`config.mk`:
```
export PLATFORM = sky130hd
export DESIGN_NAME = cic_decimator
export DESIGN_NICKNAME = d
export VERILOG_FILES = /design/src/rtl/cic_decimator.sv
export SDC_FILE = /design/constraint.sdc
export NUM_CORES = 1
export LEC_CHECK = 0
export ABC_AREA = 1
export CORE_MARGIN = 1
export CORE_UTILIZATION = 60
export CTS_BUF_LIST = sky130_fd_sc_hd__clkbuf_8
export CTS_CLUSTER_SIZE = 16
export DETAILED_ROUTE_END_ITERATION = 16
export PLACE_DENSITY = 0.76
export SLEW_MARGIN = 0
export SYNTH_ARGS = -nofsm -noshare
export SYNTH_HDL_FRONTEND = slang
export SYNTH_SLANG_ARGS = --single-unit
```
`constraint.sdc`:
```
create_clock -name clk -period 5 [get_ports clk]
set_input_delay 0.75 -clock clk [delete_from_list [all_inputs] [get_ports clk]]
set_output_delay 0.75 -clock clk [all_outputs]
set_load 0.05 [all_outputs]
```
`src/rtl/cic_decimator.sv`:
```
// N-stage CIC decimator: integrators at the input rate, combs at the decimated rate.
// Optional macro CIC_DEC_ROUND_EN selects round-half-up with positive saturation on the output.
module cic_decimator #(
   parameter int IN_WIDTH  = 16,
   parameter int OUT_WIDTH = 16,
   parameter int N_STAGES  = 3,
   parameter int R         = 8,
   parameter int M         = 1
) (
   input  logic                        clk,
   input  logic                        rst,
   input  logic                        in_valid,
   input  logic signed [IN_WIDTH-1:0]  in_data,
   output logic                        out_valid,
   output logic signed [OUT_WIDTH-1:0] out_data
);

   localparam int W    = IN_WIDTH + N_STAGES * $clog2(R * M);
   localparam int PH_W = $clog2(R);
   localparam logic [PH_W-1:0] PH_LAST = PH_W'(R - 1);

`ifdef CIC_DEC_ROUND_EN
   localparam int RND_SH = (W > OUT_WIDTH) ? (W - OUT_WIDTH - 1) : 0;
   localparam logic [W:0] RND_ADD = (W > OUT_WIDTH) ? ((W + 1)'(1) << RND_SH) : (W + 1)'(0);
`endif

   function automatic logic signed [W-1:0] sext(input logic signed [IN_WIDTH-1:0] d);
      return {{(W - IN_WIDTH){d[IN_WIDTH-1]}}, d};
   endfunction

   // Only a positive overflow is possible since the rounding constant is non-negative.
   function automatic logic signed [OUT_WIDTH-1:0] scale_out(input logic signed [W-1:0] y);
`ifdef CIC_DEC_ROUND_EN
      logic [W:0] s;
      s = {y[W-1], y} + RND_ADD;
      if (!s[W] && s[W-1])
         return {1'b0, {(OUT_WIDTH - 1){1'b1}}};
      return s[W-1 -: OUT_WIDTH];
`else
      return y[W-1 -: OUT_WIDTH];
`endif
   endfunction

   logic signed [W-1:0]  integ_p0 [N_STAGES];
   logic [PH_W-1:0]      phase;
   logic                 dec_stb;

   logic signed [W-1:0]  comb_in   [N_STAGES];
   logic [N_STAGES-1:0]  comb_vin;
   logic signed [W-1:0]  comb_y_p1 [N_STAGES];
   logic signed [W-1:0]  comb_d_p1 [N_STAGES][M];
   logic [N_STAGES-1:0]  vld_p1;

   assign dec_stb = in_valid && (phase == PH_LAST);

   // Stage p0: integrators and phase counter, input rate, modulo 2^W
   always_ff @(posedge clk or negedge rst) begin
      if (!rst) begin
         for (int k = 0; k < N_STAGES; k++) integ_p0[k] <= '0;
         phase <= '0;
      end else if (in_valid) begin
         integ_p0[0] <= integ_p0[0] + sext(in_data);
         for (int k = 1; k < N_STAGES; k++) integ_p0[k] <= integ_p0[k] + integ_p0[k-1];
         phase <= (phase == PH_LAST) ? '0 : phase + PH_W'(1);
      end
   end

   always_comb begin
      comb_in[0]  = integ_p0[N_STAGES-1];
      comb_vin[0] = dec_stb;
      for (int k = 1; k < N_STAGES; k++) begin
         comb_in[k]  = comb_y_p1[k-1];
         comb_vin[k] = vld_p1[k-1];
      end
   end

   // Stage p1: comb chain, one stage per clock, state moves only with its valid bit
   always_ff @(posedge clk or negedge rst) begin
      if (!rst) begin
         vld_p1 <= '0;
         for (int k = 0; k < N_STAGES; k++) begin
            comb_y_p1[k] <= '0;
            for (int j = 0; j < M; j++) comb_d_p1[k][j] <= '0;
         end
      end else begin
         vld_p1 <= comb_vin;
         for (int k = 0; k < N_STAGES; k++) begin
            if (comb_vin[k]) begin
               comb_y_p1[k]    <= comb_in[k] - comb_d_p1[k][M-1];
               comb_d_p1[k][0] <= comb_in[k];
               for (int j = 1; j < M; j++) comb_d_p1[k][j] <= comb_d_p1[k][j-1];
            end
         end
      end
   end

   // Stage p2: output scaling register; out_data holds between pulses
   always_ff @(posedge clk or negedge rst) begin
      if (!rst) begin
         out_valid <= 1'b0;
         out_data  <= '0;
      end else begin
         out_valid <= vld_p1[N_STAGES-1];
         if (vld_p1[N_STAGES-1])
            out_data <= scale_out(comb_y_p1[N_STAGES-1]);
      end
   end

endmodule
```
==> results of run 1 <==
routing by layer:
layer | routed length [µm] | vias up | part of all wire [%] | GRT usage [%]
met2 | 22500 | 448 | 46 | 54.2
li1 | - | 8838 | - | -
met1 | 22200 | 8079 | 45 | 42.5
met5 | 0 | - | 0 | 0
met4 | 1910 | 0 | 3.9 | 13.4
met3 | 2380 | 112 | 4.9 | 3.61
worst reg2reg max path, cell delays in order (launching register included):
cell and delay (ns):
dfrtp_1 0.32, buf_4 0.47, clkinv_1 0.88, nand2_1 0.32
o21ai_0 0.13
worst min-delay path by stage:
stage	to	cells after the start	slack, ns	startpoint
floorplan	vld_p1[1]	0	0.35	vld_p1[0]
global placement	comb_y_p1[16]	2	0.46	comb_y_p1[16]
detailed placement	comb_y_p1[22]	2	0.47	comb_y_p1[22]
CTS	integ_p0[38]	1	0.25	rst
global route	integ_p0[39]	1	0.30	rst
finish	integ_p0[71]	1	0.21	rst
cell type report:
| class | count | area (µm²) | area share [%] |
|---|---|---|---|
| diodes | 1 | 2.50 | 0.0126 |
| inverters | 411 | 1540 | 7.76 |
| well taps | 390 | 488 | 2.45 |
| clock inverters | 23 | 139 | 0.698 |
| repair buffers | 42 | 415 | 2.09 |
| flip-flops and latches | 239 | 5980 | 30.0 |
| multi-input cells | 2068 | 10600 | 53.4 |
| clock buffers | 52 | 716 | 3.59 |
cells by family after synthesis:
group | Yosys count | synth area share (%)
adders and majority gates | 150 | 10.4
and+or+nand+nor | 1546 | 35.1
muxes | 16 | 0.982
xor gates and xnor gates | 49 | 2.34
DFF | 239 | 32.6
AOI/OAI and AO/OA | 307 | 9.04
buffers and inverters | 459 | 9.46
per-stage QoR:
step	hold WS [ns]	utilization [%]	instance area (µm²)
6_report	0.211	66.6	19900
5_1_grt	0.296	66.6	19900
4_1_cts	0.255	66.6	19900
3_5_place_dp	0.465	63.8	19100
3_3_place_gp	0.457	63.8	19100
2_1_floorplan	0.349	-	18300
layout by cell type (no fill, tap or decap), drive strengths merged:
cell type / n
clkdlybuf4s50: 33
bufinv: 1
a21o: 1
ha: 145
a31oi: 5
nand3b: 16
xor2: 16
nand2: 1058
nor3: 24
o21bai: 27
nor2: 176
inv: 420
o21ai: 149
and2: 9
xnor2: 33
clkbuf: 52
nand4: 50
o22ai: 3
buf: 9
dfrtp: 239
clkinv: 10
nand3: 197
mux2: 16
or2: 16
diode: 1
clkinvlp: 3
fa: 5
a21oi: 122
flip-flops by register name, indices dropped and copies added, names as in the netlist:
register	count
out_valid	1
integ_p0	50
comb_in	75
vld_p1	3
comb_d_p1	75
comb_y_p1	16
phase	3
out_data	16
==> flow_metrics.py, run 1 <==
metrics = {
    "logic_synthesis": {
        "yosys_warnings": 0,
        "synth_area_leader_cell": "dfrtp_1",
        "synth_top_area_share_pct": 32.6,
        "synth_most_common_cell": "nand2_1",
        "syn_avg_cell_area_um2": 6.63,
        "synth_ff_type": "dfrtp_1",
        "syn_area_um2": 18300,
        "synth_common_cells": "nand2_1 (1043), inv_1 (408), dfrtp_1 (239)",
        "ys_async_sr_fraction_pct": 100,
        "synth.distinct_cells": 35,
        "synth_area_leaders": "dfrtp_1 (33%), nand2_1 (21%), ha_1 (9.9%)",
        "syn-instance-count": 2766,
        "yosysSeqAreaShare_pct": 32.6,
        "synth-edff-count": 0,
        "syn-num-nets": 2935,
        "synth-seq-cells": 239,
    },
    "placement": {
        "dp_worst_setup_slack_ns": 1.98,
        "gp_congestion": 0.953,
        "numPortBuffers": 35,
        "hpwlAfterDp_um": 38000,
        "placed_cells": 3150,
    },
    "finish": {
        "syn_to_final_growth_pct": 8.56,
        "fin_nets": 2974,
        "stdcell_count": 3226,
        "drive_above_1_share_pct": 5.11,
        "nFillCells": 2760,
    },
    "global_route": {
        "grt_start_max_net_pins": 105,
        "grt_pass1_vias": 16908,
        "grt_overflow": 0,
        "track_usage_pct": 32.4,
        "antenna_found_initial": 1,
        "grt_pass1_wl_um": 81200,
    },
    "route": {
        "drt_wl_total_um": 48900,
        "ant_nets": 0,
        "drt-initial-drc-count": 1201,
        "route.detailed.drc": 0,
        "first_pass_iters": 7,
        "wl_per_cell_um": 15.2,
        "viasPerCell": 5.42,
        "vias": 17477,
    },
    "setup_path": {
        "start_kind": "register",
        "startpoint": "out_data[0]",
        "cp_data_arrival_time_ns": 1.73,
        "rr_startpoint": "vld_p1[0]",
        "crit_slowest_cell": "clkdlybuf4s50_1",
        "crit_path_end_kind": "output pin",
        "cp_max_fo": 2,
        "path_class": "reg2out",
        "path_depth": 1,
        "crit_buf_inv": 1,
        "r2r_end": "comb_in[5]",
        "critPathTopFamily": "buffers and inverters",
        "max_stage_delay_ns": 0.81,
        "r2r_cells": 4,
        "endpoint": "out_data[0]",
        "worstPathCellList": "clkdlybuf4s50_1",
        "regToRegSetupSlack_ns": 2.68,
        "crit_required_ns": 4.25,
    },
    "clocking": {
        "path_clk_slew_ns": 0.06,
        "cts_resized": 0,
        "clk_path_buf_depth": 3,
        "cts_buffers": 43,
        "cts_root_buffer": "clkbuf_8",
        "holdBufCountCts": 0,
        "insertion_delay_ns": 0.59,
        "clock_sinks": 239,
        "htree_levels": 2,
        "cts_tree": "built",
        "postCtsSetupRepairBufs": 0,
    },
    "die": {
        "fp.dieW_um": 177,
        "start_util_pct": 61.4,
        "die-area_um2": 31300,
        "core_area_um2": 29900,
        "rows": 63,
        "io_pins": 36,
        "die_y_um": 177,
    },
    "timing": {
        "tightest_slew_ns": 0.876,
        "fin_skew_ns": 0.0443,
        "rsz0062_at_grt": "false",
        "fin_crit_ns": 2.48,
        "hold_viol": 0,
        "relSlewSlack_pct": 41.2,
        "fin_setup_tns_ns": 0,
        "min_period_over_period_pct": 49.5,
        "final-max-slew-violation-count": 0,
        "setup_viol": 0,
        "finalWorstSetupSlack_ns": 2.52,
        "max_freq_ghz": 0.404,
    },
    "worst_hold_path": {
        "min_path_type": "in2async",
    },
    "job": {
        "maxCapViolCount": 0,
    },
    "outcome": {
        "status": "completed",
    },
}
Power of run 1 is not shown: default switching activity piles up to over one toggle a cycle in this logic, so the estimate is an artifact.
==> inputs of run 2 (changes only) <==
--- a/config.mk
+++ b/config.mk
@@ -7,11 +7,11 @@
 export LEC_CHECK = 0
 export ABC_AREA = 1
 export CORE_MARGIN = 1
-export CORE_UTILIZATION = 60
+export CORE_UTILIZATION = 59
 export CTS_BUF_LIST = sky130_fd_sc_hd__clkbuf_8
 export CTS_CLUSTER_SIZE = 16
 export DETAILED_ROUTE_END_ITERATION = 16
-export PLACE_DENSITY = 0.76
+export PLACE_DENSITY = 0.78
 export SLEW_MARGIN = 0
 export SYNTH_ARGS = -nofsm -noshare
 export SYNTH_HDL_FRONTEND = slang
==> constraint.sdc (replaced) <==
create_clock -name clk -period 2 [get_ports clk]
set_input_delay 0.3 -clock clk [delete_from_list [all_inputs] [get_ports clk]]
set_output_delay 0.3 -clock clk [all_outputs]
set_load 0.05 [all_outputs]
==> run 2 against run 1 <==
The flow now finishes with violations (negative setup slack). Count of clock-buffer cells in the layout increased by 2. Wire length is 9.9% higher. First-iteration DRC count up 3.4%. Worst setup slack worse by 2.6 ns. Via count rose by 5.1%. Register-to-register slack got worse by 2.8 ns. Critical path depth rose by 10.
==> flow_metrics.py, run 2 (synthesized netlist as in run 1, its figures left out) <==
metrics = {
    "setup_path": {
        "worstPathCellList": "ha_4 -> nand2_1 -> buf_4 -> nor2_1 -> nand2_1 -> nor2_1 -> nand2_1 -> nand3_1 -> nand2_1 -> nand3_1 -> nand2_1",
        "critPathTopFamily": "simple AND/OR/NAND/NOR gates",
        "regToRegSetupSlack_ns": -0.11,
        "cp_data_arrival_time_ns": 2.58,
        "crit_top_cell": "nand2_1",
        "cp_max_fo": 4,
        "start_kind": "register",
        "crit_path_end_kind": "register",
        "crit_slowest_cell": "dfrtp_2",
        "crit_required_ns": 2.48,
        "max_stage_delay_ns": 0.51,
        "r2r_end": "comb_in[46]",
        "path_class": "reg2reg",
        "rr_startpoint": "comb_in[66]",
        "crit_buf_inv": 1,
        "r2r_cells": 11,
    },
    "route": {
        "route.detailed.drc": 0,
        "drt_wl_total_um": 53800,
        "vias": 18368,
        "wl_per_cell_um": 16.0,
        "drt-initial-drc-count": 1242,
        "viasPerCell": 5.47,
        "first_pass_iters": 6,
        "ant_nets": 0,
    },
    "die": {
        "io_pins": 36,
        "start_util_pct": 60.0,
        "rows": 64,
        "fp.dieW_um": 178,
        "die_y_um": 178,
        "die-area_um2": 31800,
        "core_area_um2": 30600,
    },
    "timing": {
        "max_freq_ghz": 0.474,
        "final-max-slew-violation-count": 0,
        "fin_crit_ns": 2.11,
        "relSlewSlack_pct": 53.1,
        "tightest_slew_ns": 0.702,
        "fin_setup_tns_ns": -0.224,
        "rsz0062_at_grt": "true",
        "finalWorstSetupSlack_ns": -0.108,
        "hold_viol": 0,
        "setup_viol": 4,
        "min_period_over_period_pct": 105,
        "fin_skew_ns": 0.0417,
    },
    "finish": {
        "syn_to_final_growth_pct": 21.8,
        "antenna_cells": 0,
        "fin_nets": 3103,
        "stdcell_count": 3360,
        "layout_commonest_cell": "nand2_1",
        "drive_above_1_share_pct": 16.7,
        "final_cell_mix": "nand2_1 (1008), inv_1 (409), dfrtp_1 (220), nand3_1 (170), o21ai_0 (141)",
    },
    "placement": {
        "numPortBuffers": 35,
        "placed_cells": 3265,
        "hpwlAfterDp_um": 40100,
        "gp_congestion": 0.974,
    },
    "clocking": {
        "clock_sinks": 239,
        "insertion_delay_ns": 0.61,
        "path_clk_slew_ns": 0.06,
        "cts_root_buffer": "clkbuf_8",
        "cts_buffers": 43,
        "cts_tree": "built",
        "htree_levels": 2,
        "clk_path_buf_depth": 3,
    },
    "job": {
        "maxCapViolCount": 0,
    },
    "global_route": {
        "grt_overflow": 0,
        "grt_pass1_vias": 17159,
        "grt_pass1_wl_um": 82700,
        "antenna_found_initial": 0,
        "grt_start_max_net_pins": 65,
        "track_usage_pct": 33.1,
    },
    "outcome": {
        "violations": "negative setup slack",
        "status": "finished, violations left",
    },
    "worst_hold_path": {
        "hold_depth": 3,
        "min_path_type": "in2reg",
        "min_to": "phase[1]",
        "hold_path.startpoint": "in_valid",
    },
}
==> run 2: routing by layer <==
metal	vias to the layer above	track usage (%)	wire [µm]
met3	135	3.58	2370
li1	9111	-	-
met5	-	0	0
met2	478	54.6	25200
met4	0	18.6	2990
met1	8644	42.2	23200
==> run 2: cell type report <==
type                            count  area, µm²
Timing Repair Buffer              171       1420
Clock buffer                       54        743
Multi-Input combinational cell   2068      12000
Fill cell                        2513       8250
Inverter                          411       1540
Sequential cell                   239       6000
Clock inverter                     21        178
Tap cell                          396        495
==> run 2: metrics by stage <==
step | hold WS, ns | area, µm² | util, % | setup WS, ns
3_5_place_dp | 0.205 | 19900 | 65.1 | -0.427
5_1_grt | 0.113 | 22300 | 73.0 | -0.168
4_1_cts | 0.0574 | 21000 | 68.6 | -0.0155
3_3_place_gp | 0.200 | 19900 | 65.1 | -0.397
6_report | 0.0929 | 22300 | 73.0 | -0.108
2_1_floorplan | 0.00441 | 18300 | - | 0.0786
==> run 2: timing repair <==
action                     in CTS  in global routing
setup buffers                   7                 12
setup endpoints to repair      51                 88
cloned                          0                  0
hold buffers                    1                  0
pin swaps                       5                 23
hold endpoints to repair      224                  0
gates resized for setup        44                232
==> run 2: worst max path at each step <==
stage | start | to | depth (start not counted)
floorplan | integ_p0[25] | integ_p0[39] | 11
global placement | in_data[0] | integ_p0[68] | 14
detailed placement | in_data[0] | integ_p0[68] | 14
CTS | integ_p0[25] | comb_in[64] | 11
global route | integ_p0[25] | comb_in[64] | 11
finish | comb_in[66] | comb_in[46] | 11
==> run 2: worst register-to-register path, cell delays in order, from the launching register on <==
cell	delay (ns)
dfrtp_2	0.51
ha_4	0.34
nand2_1	0.09
buf_4	0.15
nor2_1	0.13
nand2_1	0.12
nor2_1	0.17
nand2_1	0.12
nand3_1	0.11
nand2_1	0.05
nand3_1	0.12
nand2_1	0.06
Power of run 2 is left out for the same reason.
